--- config.mk ---
export PLATFORM = sky130hd
export DESIGN_NAME = rf_wb_arbiter
export DESIGN_NICKNAME = d
export VERILOG_FILES = /design/src/rtl/rf_pkg.sv /design/src/rtl/rr_arbiter.sv /design/src/rtl/rf_wb_arbiter.sv
export SDC_FILE = /design/constraint.sdc
export NUM_CORES = 1
export LEC_CHECK = 0
export ABC_CLOCK_PERIOD_IN_PS = 3800
export BUFFER_PORTS_ARGS = -buffer_cell sky130_fd_sc_hd__clkbuf_2
export CAP_MARGIN = 0
export CORE_ASPECT_RATIO = 1.1
export CORE_MARGIN = 2
export CORE_UTILIZATION = 41
export CTS_CLUSTER_DIAMETER = 30
export DETAILED_ROUTE_END_ITERATION = 12
export GPL_TIMING_DRIVEN = 0
export PLACE_DENSITY = 0.77
export SLEW_MARGIN = 10
export SYNTH_ARGS = -nofsm -noshare
export SYNTH_HDL_FRONTEND = slang
export SYNTH_SLANG_ARGS = --single-unit
--- constraint.sdc ---
create_clock -name clock -period 3.8 [get_ports clock]
set_clock_uncertainty 0.2 [all_clocks]
set_input_delay 0 -clock clock [delete_from_list [all_inputs] [get_ports clock]]
set_output_delay 0 -clock clock [all_outputs]
set_load 0.005 [all_outputs]
--- src/rtl/rf_pkg.sv ---
// Shared register-file writeback definitions: default widths and requester indices.
package rf_pkg;

  localparam int RF_DATA_W  = 32;
  localparam int RF_ADDR_W  = 5;
  localparam int NUM_WB_REQ = 3;

  localparam logic [1:0] REQ_ALU = 2'd0;
  localparam logic [1:0] REQ_MEM = 2'd1;
  localparam logic [1:0] REQ_DBG = 2'd2;

endpackage

--- src/rtl/rr_arbiter.sv ---
// Round-robin grant over N requesters; search starts one past the last winner.
// Latency: grant is combinational; pointer moves only when something is granted.
// Backpressure: none of its own, a requester simply waits until it wins.
module rr_arbiter
  import rf_pkg::*;
#(
  parameter int N  = NUM_WB_REQ,
  parameter int IW = $clog2(N)
) (
  input  logic          clock,
  input  logic          reset,
  input  logic [N-1:0]  req,
  output logic [N-1:0]  grant,
  output logic [IW-1:0] grant_idx,
  output logic [IW-1:0] last_idx
);

  logic [IW-1:0] last_q;
  logic          found;
  logic [IW-1:0] cand;

  always_comb begin
    grant     = '0;
    grant_idx = last_q;
    found     = 1'b0;
    cand      = '0;
    for (int i = 1; i <= N; i++) begin
      cand = IW'((int'(last_q) + i) % N);
      if (!found && req[cand]) begin
        found      = 1'b1;
        grant[cand] = 1'b1;
        grant_idx  = cand;
      end
    end
  end

  // Resetting to the highest index gives requester 0 first priority.
  always_ff @(posedge clock or posedge reset) begin
    if (reset) begin
      last_q <= IW'(N - 1);
    end else if (found) begin
      last_q <= grant_idx;
    end
  end

  assign last_idx = last_q;

endmodule

--- src/rtl/rf_wb_arbiter.sv ---
// Register-file writeback arbiter (ALU, load, debug); debug port active only with RF_WB_DEBUG_EN.
// Latency: one cycle from transfer to reg_write_en; back-to-back transfers give back-to-back writes.
// Backpressure: combinational ready to the round-robin winner only; all readies low during reset.
module rf_wb_arbiter
  import rf_pkg::*;
#(
  parameter int DATA_W = RF_DATA_W,
  parameter int ADDR_W = RF_ADDR_W
) (
  input  logic              clock,
  input  logic              reset,
  input  logic              alu_valid,
  output logic              alu_ready,
  input  logic [ADDR_W-1:0] alu_addr,
  input  logic [DATA_W-1:0] alu_data,
  input  logic              mem_valid,
  output logic              mem_ready,
  input  logic [ADDR_W-1:0] mem_addr,
  input  logic [DATA_W-1:0] mem_data,
  input  logic              dbg_valid,
  output logic              dbg_ready,
  input  logic [ADDR_W-1:0] dbg_addr,
  input  logic [DATA_W-1:0] dbg_data,
  output logic              reg_write_en,
  output logic [ADDR_W-1:0] write_reg,
  output logic [DATA_W-1:0] write_data,
  output logic [1:0]        last_grant,
  output logic [15:0]       wr_count
);

  logic [NUM_WB_REQ-1:0] req;
  logic [NUM_WB_REQ-1:0] grant;
  logic [1:0]            grant_idx;
  logic                  dbg_req;
  logic                  xfer;
  logic [ADDR_W-1:0]     sel_addr;
  logic [DATA_W-1:0]     sel_data;

`ifdef RF_WB_DEBUG_EN
  assign dbg_req   = dbg_valid;
  assign dbg_ready = grant[REQ_DBG];
`else
  logic unused_dbg;
  assign dbg_req    = 1'b0;
  assign dbg_ready  = 1'b0;
  assign unused_dbg = ^{dbg_valid, dbg_addr, dbg_data, grant[REQ_DBG]};
`endif

  // Masking requests during reset keeps every ready low and blocks any transfer.
  assign req = reset ? '0 : {dbg_req, mem_valid, alu_valid};

  rr_arbiter #(.N(NUM_WB_REQ), .IW(2)) u_rr (
    .clock     (clock),
    .reset     (reset),
    .req       (req),
    .grant     (grant),
    .grant_idx (grant_idx),
    .last_idx  (last_grant)
  );

  assign alu_ready = grant[REQ_ALU];
  assign mem_ready = grant[REQ_MEM];
  assign xfer      = |grant;

  always_comb begin
    sel_addr = alu_addr;
    sel_data = alu_data;
    case (grant_idx)
      REQ_MEM: begin
        sel_addr = mem_addr;
        sel_data = mem_data;
      end
      REQ_DBG: begin
        sel_addr = dbg_addr;
        sel_data = dbg_data;
      end
      default: begin
        sel_addr = alu_addr;
        sel_data = alu_data;
      end
    endcase
  end

  // Writes to $0 are consumed but never committed; address/data hold otherwise.
  always_ff @(posedge clock or posedge reset) begin
    if (reset) begin
      reg_write_en <= 1'b0;
      write_reg    <= '0;
      write_data   <= '0;
      wr_count     <= '0;
    end else if (xfer && (sel_addr != '0)) begin
      reg_write_en <= 1'b1;
      write_reg    <= sel_addr;
      write_data   <= sel_data;
      if (wr_count != 16'hFFFF) begin
        wr_count <= wr_count + 16'd1;
      end
    end else begin
      reg_write_en <= 1'b0;
    end
  end

endmodule

# == After elaboration in Yosys (flattened, before gate mapping) ==
# Cells that the tools add are included.
# word_totals
reg_bits,56
input_bits,116
out_inout_bits,59
elab_cells,59
# classes
add_sub_neg,4
n_div,3
n_lt_le_gt_ge,6
eq_ne,3
n_mux,25
bitwise,2
reduce_logical,11
# ops
operator,n
$mod A32 B3 Y32 const B,3
$pmux W32 S2,1
$add A16 B1 Y16 const B,1
$ne A16 B16 Y1 const B,1
$mux W1,10
$pmux W5 S2,1
$lt A2 B3 Y1 const B,3
$mux W3,3
$mux W2,4
$add A2 B2 Y3 const B,2
$bmux W1 S2,3
$demux W1 S2,3
$ge A2 B1 Y1 const B,3
$logic_and A1 B1 Y1,6
$or A3 B3 Y3,2
$reduce_bool A5 Y1,1
$add A2 B1 Y3 const B,1
$reduce_or A3 Y1,1
$eq A2 B1 Y1 const B,1
$eq A2 B2 Y1 const B,1
$logic_not A1 Y1,2
$reduce_and A2 Y1,1

# == Longest topological paths before layout ==
# Gate-level depths: netlist of run 1.
# logic_depth
word_depth,16
ltp_mapped,20
ltp_nobuf,15

# == Hierarchy ==
# A second synthesis of run 1 with hierarchy kept.
# hier_totals
hier_cells,376
hier_area_um2,3244.4
# by_module_without_submodules
module,n_inst,cells_per_inst,area_each_um2,seq_area_each_um2
rf_wb_arbiter,1,331,2860.2,1351.3
rr_arbiter,1,45,384.1,51.3

# == Worst setup path before layout of run 1 ==
# OpenSTA, ideal clock, no wires.
# synth_path
path_kind,flip-flop to flip-flop
startpoint,reg u_rr.last_q[1] (netlist: u_rr.last_idx[1])
endpoint,reg write_reg[1]
setup_ns,0.125
arrival_time_ns,3.763
required_ns,3.475
slack_ns,-0.288
stages_incl_launch_ff,17
path_buffers,4
synth_period_minus_slack_ns,4.088
cell_sequence,dfstp_2 -> ha_1 -> buf_2 -> nand2b_1 -> a31o_2 -> and2_1 -> buf_2 -> a41oi_1 -> o22a_1 -> inv_1 -> ha_1 -> clkbuf_1 -> o21ai_0 -> nor4_1 -> o2bb2ai_2 -> buf_2 -> mux2_2
# synth_between
elab_chain_len,15
word_cells_on_any_way,47
cone_classes,3 x add/sub; 3 x div; 6 x order compare; 2 x eq/ne; 21 x mux; 2 x bitwise; 10 x reduce/logical
# synth_lines
item,line,text
from (decl),rr_arbiter.sv:18,logic [IW-1:0] last_q;
from (signal assigned),rr_arbiter.sv:40,last_q <= IW'(N - 1);
from (signal assigned),rr_arbiter.sv:42,last_q <= grant_idx;
$add A2 B1 Y3,rr_arbiter.sv:28,cand = IW'((int'(last_q) + i) % N);
$mod A32 B3 Y32,rr_arbiter.sv:28,
$bmux W1 S2,rr_arbiter.sv:29,if (!found && req[cand]) begin
$mux W1 (not written as such),rr_arbiter.sv:29,
$mux W1,rr_arbiter.sv:29,
$logic_not A1 Y1,rr_arbiter.sv:29,
$logic_and A1 B1 Y1,rr_arbiter.sv:29,
$mux W1,rr_arbiter.sv:29,
$logic_not A1 Y1,rr_arbiter.sv:29,
$logic_and A1 B1 Y1,rr_arbiter.sv:29,
$mux W2 (*),rr_arbiter.sv:29,
named net grant_idx[0],rf_wb_arbiter.sv:33,logic [1:0] grant_idx;
$eq A2 B2 Y1 / $eq A2 B1 Y1 (equally long branches),rf_wb_arbiter.sv:68,case (grant_idx)
$pmux W5 S2 (*),rf_wb_arbiter.sv:68,
$reduce_bool A5 Y1,rf_wb_arbiter.sv:91,end else if (xfer && (sel_addr != '0)) begin
$logic_and A1 B1 Y1,rf_wb_arbiter.sv:91,
to (signal assigned),rf_wb_arbiter.sv:93,write_reg <= sel_addr;
to (decl),rf_wb_arbiter.sv:25,"output logic [ADDR_W-1:0] write_reg,"
# The timed path passes the listed nets; every way through them passes the cells marked *. The select of a mux whose other input is x is not followed.
# A chain may end at the register's enable or synchronous reset.

# == Worst setup path after layout of run 1 ==
# layout_path
startpoint,reg u_rr.last_q[1] (netlist: u_rr.last_idx[1])
endpoint,reg write_reg[4]
# The elaborated chain is that of the path after synthesis.

==> key figures, run 1 <==
Timing
  • Hold WS: 0.00800 ns
  • RSZ-0062 raised after global routing: true
  • Final Hold Fails: 0
  • Achievable clock frequency: 0.261 GHz
  • # setup viols final: 9
  • Final Slew Violations: 0
  • Post-route setup slack: -0.0307 ns
  • Final min period: 3.83 ns
  • Slew @ Worst Pin: 0.691 ns
  • Setup TNS: -0.187 ns
  • Fin crit share: 101%
  • Max_slew headroom: 53.9%

Yosys
  • Syn Area/Cell: 8.56 µm²
  • Post-synth top flop: dfrtp_1
  • Net Count, Synth: 502
  • Syn Std Cell Area: 0.00324 mm²
  • Synth area leaders: dfrtp_1, a22oi_1, nand2_1, o21ai_0, a21oi_1
  • Post-synth EDFFs: 0
  • Ys async rst share: 100%
  • Ys Warns: 0
  • Yosys reg bits: 56
  • Post-synthesis sequential area ratio: 43.2%
  • Synth Instances: 379
  • Yosys cell types: 43
  • Cell accounting for the most synthesized area: dfrtp_1
  • Synth top area share: 42.4%

Status
  • Failing checks: negative setup slack
  • Status: complete, but fails checks

GRT
  • Initial antenna violation count: 0
  • Gr usage total: 34.6%
  • Largest net degree at the start of global routing: 36
  • First-pass GRT wire length: 23100 µm
  • Vias in the first global route: 4613
  • Grt ovf: 0

Pwr
  • Power Density: 648 mW/mm²
  • Peak supply drop: 0.434 mV
  • Sw Ratio: 45.3%
  • Clock Power Share: 8.4%
  • Leakage: 3.00 nW
  • Power Total: 3.90 mW
  • P_int: 2.13 mW
  • Power share of the combinational group: 66.6%
  • P_sw: 1.77 mW
  • Flop pwr share: 25.0%

Clock tree
  • Max Buffers Root-to-Sink: 2
  • CTS tree: done
  • Worst-Skew Late Latency: 0.30 ns
  • Root buf cell: clkbuf_8
  • Clk sink count: 56
  • Register clock-pin slew on the reported worst setup and hold paths: 0.10 ns
  • TritonCTS Buffers: 5
  • CTS H-tree lvls: 2

Route
  • Met2 wire len: 7460 µm
  • DRC: 0
  • 1st-iter DRT viols: 279
  • WL per Instance: 20.2 µm
  • Total Routed Length: 16000 µm
  • M1 wire length: 5570 µm
  • Highest Signal Layer: met4
  • Number of routed nets with antenna violations: 0
  • Wire length on met3: 1880 µm
  • DRT Pass-1 Iters: 6
  • Via count: 4562
  • Routed vias/inst: 5.73

Floorplanning
  • Row cnt: 34
  • Die X: 88.8 µm
  • Die area: 0.00864 mm²
  • I/O Pins: 175
  • CORE AREA: 0.00778 mm²
  • Die H: 97.3 µm
  • Initial Util: 41.7%

Setup path
  • Max stage delay cell, worst path: dfstp_2
  • CP startpoint kind: flop
  • Worst setup EP type: flop
  • Worst EP arrival: 3.81 ns
  • Worst path cell trace: ha_4 -> nor4bb_4 -> a31o_4 -> and2_4 -> a41oi_4 -> o22a_1 -> inv_2 -> ha_4 -> buf_8 -> nand2_4 -> o21ai_4 -> nor4_4 -> o2bb2ai_4 -> buf_12 -> buf_8 -> mux2_4
  • Worst r2r src: u_rr.last_idx[1]$_DFFE_PP1P_
  • CP required: 3.78 ns
  • Critical path's largest stage delay: 0.62 ns
  • Max FO, Critical Path: 6
  • Crit path from: u_rr.last_idx[1]$_DFFE_PP1P_
  • Worst Setup Path Type: reg2reg

Finish
  • Fin util: 77.3%
  • Final Cell Area: 0.00601 mm²
  • Area taken by multi-input logic gates: 0.00195 mm²
  • Commonest non-fill, non-tap cell in the layout: clkbuf_2
  • Commonest cells after routing, fill and taps aside: clkbuf_2, dlygate4sd3_1, dfrtp_1
  • Register area: 0.00140 mm²
  • Share of cells above drive strength 1: 40.4%
  • Post-Layout Cell Count: 796
  • Max reg flops: 32
  • Filler cells: 466
  • Nets@finish: 810
  • Ant. Diodes: 0
  • Area Overhead vs Synth: 85.4%

Worst hold path
  • Min-Delay Path Class: in2reg
  • Hold path startpoint: mem_addr[3]

Placement
  • Detail Placement HPWL: 8160 µm
  • DP Cell Count: 660
  • Place WS: -0.656 ns
  • Port Buffers: 172
  • Placed inst area: 0.00440 mm²
  • Placer congestion estimate: 0.890

Run
  • Maxcap violations: 0
[worst max-delay path: cells and delay by family, from the launching register on]
kind / cells / cell delay [ns]
compound gates: 5 / 0.88
fa+ha+maj: 2 / 0.51
buf+inv: 4 / 0.47
flops: 1 / 0.62
mux: 1 / 0.30
simple gates: 4 / 0.73
[cell families after synthesis]
logic type	Yosys count	share of synthesized area [%]
buffers and inverters	40	5.32
AO/OA/AOI/OAI	121	23.1
XOR/XNOR	14	3.78
adder cells (fa/ha/maj)	7	2.70
AND/OR/NAND/NOR	131	18.7
flip-flops	56	43.2
multiplexers	9	3.09
other	1	0.116
[synthesized netlist by cell type, drive strengths merged (6+ instances only)]
cell and count:
clkbuf 15, dfrtp 55, nor2 40, xor2 13, mux2 8, nand2 50, nor3 11, buf 17
ha 7, o21ai 39, a21oi 33, a22oi 38, and3 6, inv 8, nand3 6
[layer usage]
metal  vias to the layer above  GRT usage, %
li1                       1949             -
met1                      2118          41.7
met2                       384          55.4
met3                       111          9.01
met4                         0          18.8
met5                         -             0
[final timing paths]
kind	endpoint	slack [ns]	cells after the start
setup / recovery	write_reg[4]$_DFFE_PP0P_	-0.03	16
hold / removal	write_reg[3]$_DFFE_PP0P_	0.008	4
setup reg to reg	write_reg[4]$_DFFE_PP0P_	-0.03	16
hold reg to reg	write_data[1]$_DFFE_PP0P_	0.29	2
max in group asynchronous	write_data[5]$_DFFE_PP0P_	2.65	4
min in group asynchronous	u_rr.last_idx[0]$_DFFE_PP0P_	0.18	3
[cell type report]
type                    instances  share of cell area (%)
clock buffers                   7                    1.27
repair buffers                308                    36.8
plain buffers                  25                    3.25
inverters                       8                   0.541
clock inverters                 1                   0.146
multi-input cells             283                    32.4
flip-flops and latches         56                    23.3
well taps                     108                    2.25
[power by group through the flow]
stage,clock network [mW],logic (mW),registers (mW)
floorplan,0,1.10,0.964
global placement,0,1.68,0.958
CTS,0.333,2.09,0.951
finish,0.326,2.60,0.974
detailed placement,0,1.72,0.966
global route,0.351,2.76,0.997
[what timing repair did]
item / CTS / global route
resized for setup: 28 / 54
gates cloned: 3 / 2
setup endpoints to repair: 54 / 54
endpoints found under the hold margin: 59 / 2
hold buffers: 103 / 2
buffers inserted: 15 / 10
pin swaps: 11 / 4
Note: power is estimated with default switching activity, not from simulation.
==> run 2: changes to the inputs <==
--- a/config.mk
+++ b/config.mk
@@ -8,14 +8,17 @@
 export ABC_CLOCK_PERIOD_IN_PS = 3800
 export BUFFER_PORTS_ARGS = -buffer_cell sky130_fd_sc_hd__clkbuf_2
 export CAP_MARGIN = 0
+export CELL_PAD_IN_SITES_DETAIL_PLACEMENT = 1
+export CELL_PAD_IN_SITES_GLOBAL_PLACEMENT = 1
 export CORE_ASPECT_RATIO = 1.1
 export CORE_MARGIN = 2
-export CORE_UTILIZATION = 41
+export CORE_UTILIZATION = 28
 export CTS_CLUSTER_DIAMETER = 30
 export DETAILED_ROUTE_END_ITERATION = 12
 export GPL_TIMING_DRIVEN = 0
-export PLACE_DENSITY = 0.77
+export PLACE_DENSITY_LB_ADDON = 0.1
 export SLEW_MARGIN = 10
 export SYNTH_ARGS = -nofsm -noshare
 export SYNTH_HDL_FRONTEND = slang
 export SYNTH_SLANG_ARGS = --single-unit
+export TNS_END_PERCENT = 50
==> run 2 against run 1 <==
Net effect:
- the flow still finishes with violations (negative setup slack)
- power is 3.3% lower
- core utilization is 25 points lower
- count of clock-buffer cells in the layout is 1 lower
- design area is 0.60% lower
- routed wire length is 7.8% lower
- hold slack worse by 0.0053 ns
- fmax is 0.62% higher
- critical path type unchanged
- critical endpoint unchanged
==> key figures, run 2 (synthesis results as in run 1) <==
Status
  • Status: complete, but fails checks
  • Failing checks: negative setup slack

Route
  • WL per Instance: 17.9 µm (-11%)
  • Number of routed nets with antenna violations: 0 (unchanged)
  • 1st-iter DRT viols: 160 (-43%)
  • Total Routed Length: 14800 µm (-7.8%)
  • DRC: 0 (unchanged)
  • Via count: 4018 (-12%)
  • DRT Pass-1 Iters: 4 (-2)
  • Routed vias/inst: 4.87 (-15%)

Finish
  • Commonest cells after routing, fill and taps aside: clkbuf_2, dlygate4sd3_1, dfrtp_1
  • Register area: 0.00140 mm² (unchanged)
  • Filler cells: 1382 (+200%)
  • Area Overhead vs Synth: 84.3%
  • Ant. Diodes: 0 (unchanged)
  • Area taken by multi-input logic gates: 0.00196 mm² (+0.64%)
  • Commonest non-fill, non-tap cell in the layout: clkbuf_2
  • Final Cell Area: 0.00598 mm² (-0.60%)
  • Share of cells above drive strength 1: 38.7% (-1.7 points)
  • Nets@finish: 798 (-1.5%)
  • Max reg flops: 32 (unchanged)

Clock tree
  • CTS tree: done
  • Clk sink count: 56 (unchanged)
  • Register clock-pin slew on the reported worst setup and hold paths: 0.06 ns (-0.04 ns)
  • CTS H-tree lvls: 2 (unchanged)
  • TritonCTS Buffers: 5 (unchanged)
  • Worst-Skew Late Latency: 0.30 ns (about the same)
  • Root buf cell: clkbuf_16
  • Max Buffers Root-to-Sink: 2 (unchanged)

Floorplanning
  • Die H: 117 µm (+20%)
  • I/O Pins: 175 (unchanged)
  • Die area: 0.0125 mm² (+44%)
  • Row cnt: 41 (+21%)
  • Initial Util: 28.5% (-13 points)
  • Die X: 107 µm (+20%)
  • CORE AREA: 0.0114 mm² (+46%)

Timing
  • RSZ-0062 raised after global routing: true
  • Slew @ Worst Pin: 0.799 ns (+0.108 ns)
  • Final min period: 3.81 ns (-0.0234 ns)
  • # setup viols final: 3 (-6)
  • Max_slew headroom: 46.7% (-7.2 points)
  • Fin crit share: 100% (-0.62 points)
  • Hold WS: 0.00272 ns (-0.00529 ns)
  • Achievable clock frequency: 0.263 GHz (+0.62%)
  • Setup TNS: -0.0127 ns (+0.174 ns)
  • Post-route setup slack: -0.00720 ns (+0.0234 ns)
  • Final Hold Fails: 0 (unchanged)
  • Final Slew Violations: 0 (unchanged)

Placement
  • Placed inst area: 0.00443 mm² (+0.80%)
  • Placer congestion estimate: 0.802 (-10%)
  • Detail Placement HPWL: 9170 µm (+12%)
  • Place WS: -0.777 ns (-0.121 ns)
  • Port Buffers: 172 (unchanged)

Pwr
  • Power Density: 631 mW/mm² (-2.7%)
  • Peak supply drop: 0.238 mV (-45%)
  • P_sw: 1.61 mW (-8.9%)
  • Power share of the combinational group: 61.8% (-4.8 points)
  • P_int: 2.16 mW (+1.4%)
  • Sw Ratio: 42.7% (-2.6 points)
  • Flop pwr share: 25.4% (+0.4 points)
  • Leakage: 2.93 nW (-2.4%)
  • Clock Power Share: 12.7% (+4.3 points)

GRT
  • Gr usage total: 23.4% (-11 points)
  • Vias in the first global route: 4429 (-4.0%)
  • Grt ovf: 0 (unchanged)
  • Largest net degree at the start of global routing: 59 (+64%)
  • Initial antenna violation count: 0 (unchanged)
  • First-pass GRT wire length: 22800 µm (-1.5%)

Setup path
  • Worst EP arrival: 3.78 ns (-0.03 ns)
  • Max FO, Critical Path: 10 (+4)
  • CP startpoint kind: flop
  • Worst setup EP type: flop
  • CP required: 3.77 ns (about the same)
  • Worst Setup Path Type: reg2reg

Worst hold path
  • Min-Delay Path Class: in2reg

Run
  • Maxcap violations: 0 (unchanged)
[run 2: changes by cell type in the layout (fill, tap and decap cells not counted), moves of 4 or more]
| cell | change |
|---|---|
| clkbuf_2 | -4 |
| buf_8 | -5 |
| o21ai_2 | -5 |
| buf_4 | -4 |
| o21ai_0 | +7 |
| dlygate4sd3_1 | -4 |
[run 2: power by group through the flow]
stage	Clock [mW]	Combinational, mW	Sequential [mW]
final	0.481	2.33	0.960
after global routing	0.523	2.58	0.990
after CTS	0.502	2.18	0.959
after detailed placement	0	1.78	0.973
after global placement	0	1.75	0.957
after floorplan	0	1.10	0.964
[run 2: critical path, cell delays in order, from the launching register on]
cell       delay (ns)
dfstp_2          0.60
ha_4             0.23
nor4bb_4         0.16
a31o_4           0.22
and2_4           0.18
a41oi_4          0.19
o22a_1           0.22
inv_2            0.06
ha_4             0.26
clkbuf_16        0.17
nand2_1          0.11
o21ai_4          0.09
nor4_4           0.28
o2bb2ai_4        0.21
buf_6            0.20
mux2_4           0.31
[run 2: final timing paths]
check                      slack, ns                          from                    endpoint  depth (start not counted)
max                           -0.007  u_rr.last_idx[1]$_DFFE_PP1P_    write_reg[4]$_DFFE_PP0P_                         15
min                            0.003                   dbg_data[1]   write_data[1]$_DFFE_PP0P_                          5
max reg2reg                   -0.007  u_rr.last_idx[1]$_DFFE_PP1P_    write_reg[4]$_DFFE_PP0P_                         15
min reg2reg                     0.28    write_data[19]$_DFFE_PP0P_  write_data[19]$_DFFE_PP0P_                          2
max in group asynchronous       2.59                         reset  write_data[17]$_DFFE_PP0P_                          3
min in group asynchronous       0.28                         reset      reg_write_en$_DFF_PP0_                          3
[run 2: per-stage QoR]
step / util (%) / cells / power (mW)
floorplan: - / 379 / 2.06
global placement: 38.9 / 701 / 2.71
detailed placement: 38.9 / 701 / 2.76
CTS: 51.2 / 822 / 3.64
global route: 52.5 / 825 / 4.09
finish: 52.5 / 825 / 3.77
[run 2: what timing repair did]
item                       in CTS  in global routing
hold buffers                  101                  0
gates resized for setup        31                 29
pin swaps                       8                  1
buffers inserted               17                  3
hold endpoints to repair       93                  0
setup endpoints to repair      54                 54
cloned                          1                  0
[run 2: cell type report]
type	count	share of cell area [%]
buffer	27	2.95
clock buffer	6	2.32
clock inverter	1	0.147
inverter	8	0.544
multi-input combinational	283	32.8
sequential	56	23.5
tap	150	3.14
timing repair buffer	294	34.6
[run 2: per-layer routing]
metal	global-route usage [%]	part of all wire [%]	vias to the layer above
li1	-	-	1934
met1	27.8	42	1912
met2	41.1	50	146
met3	6.76	6.2	26
met4	7.62	2.1	0
met5	0	0	-
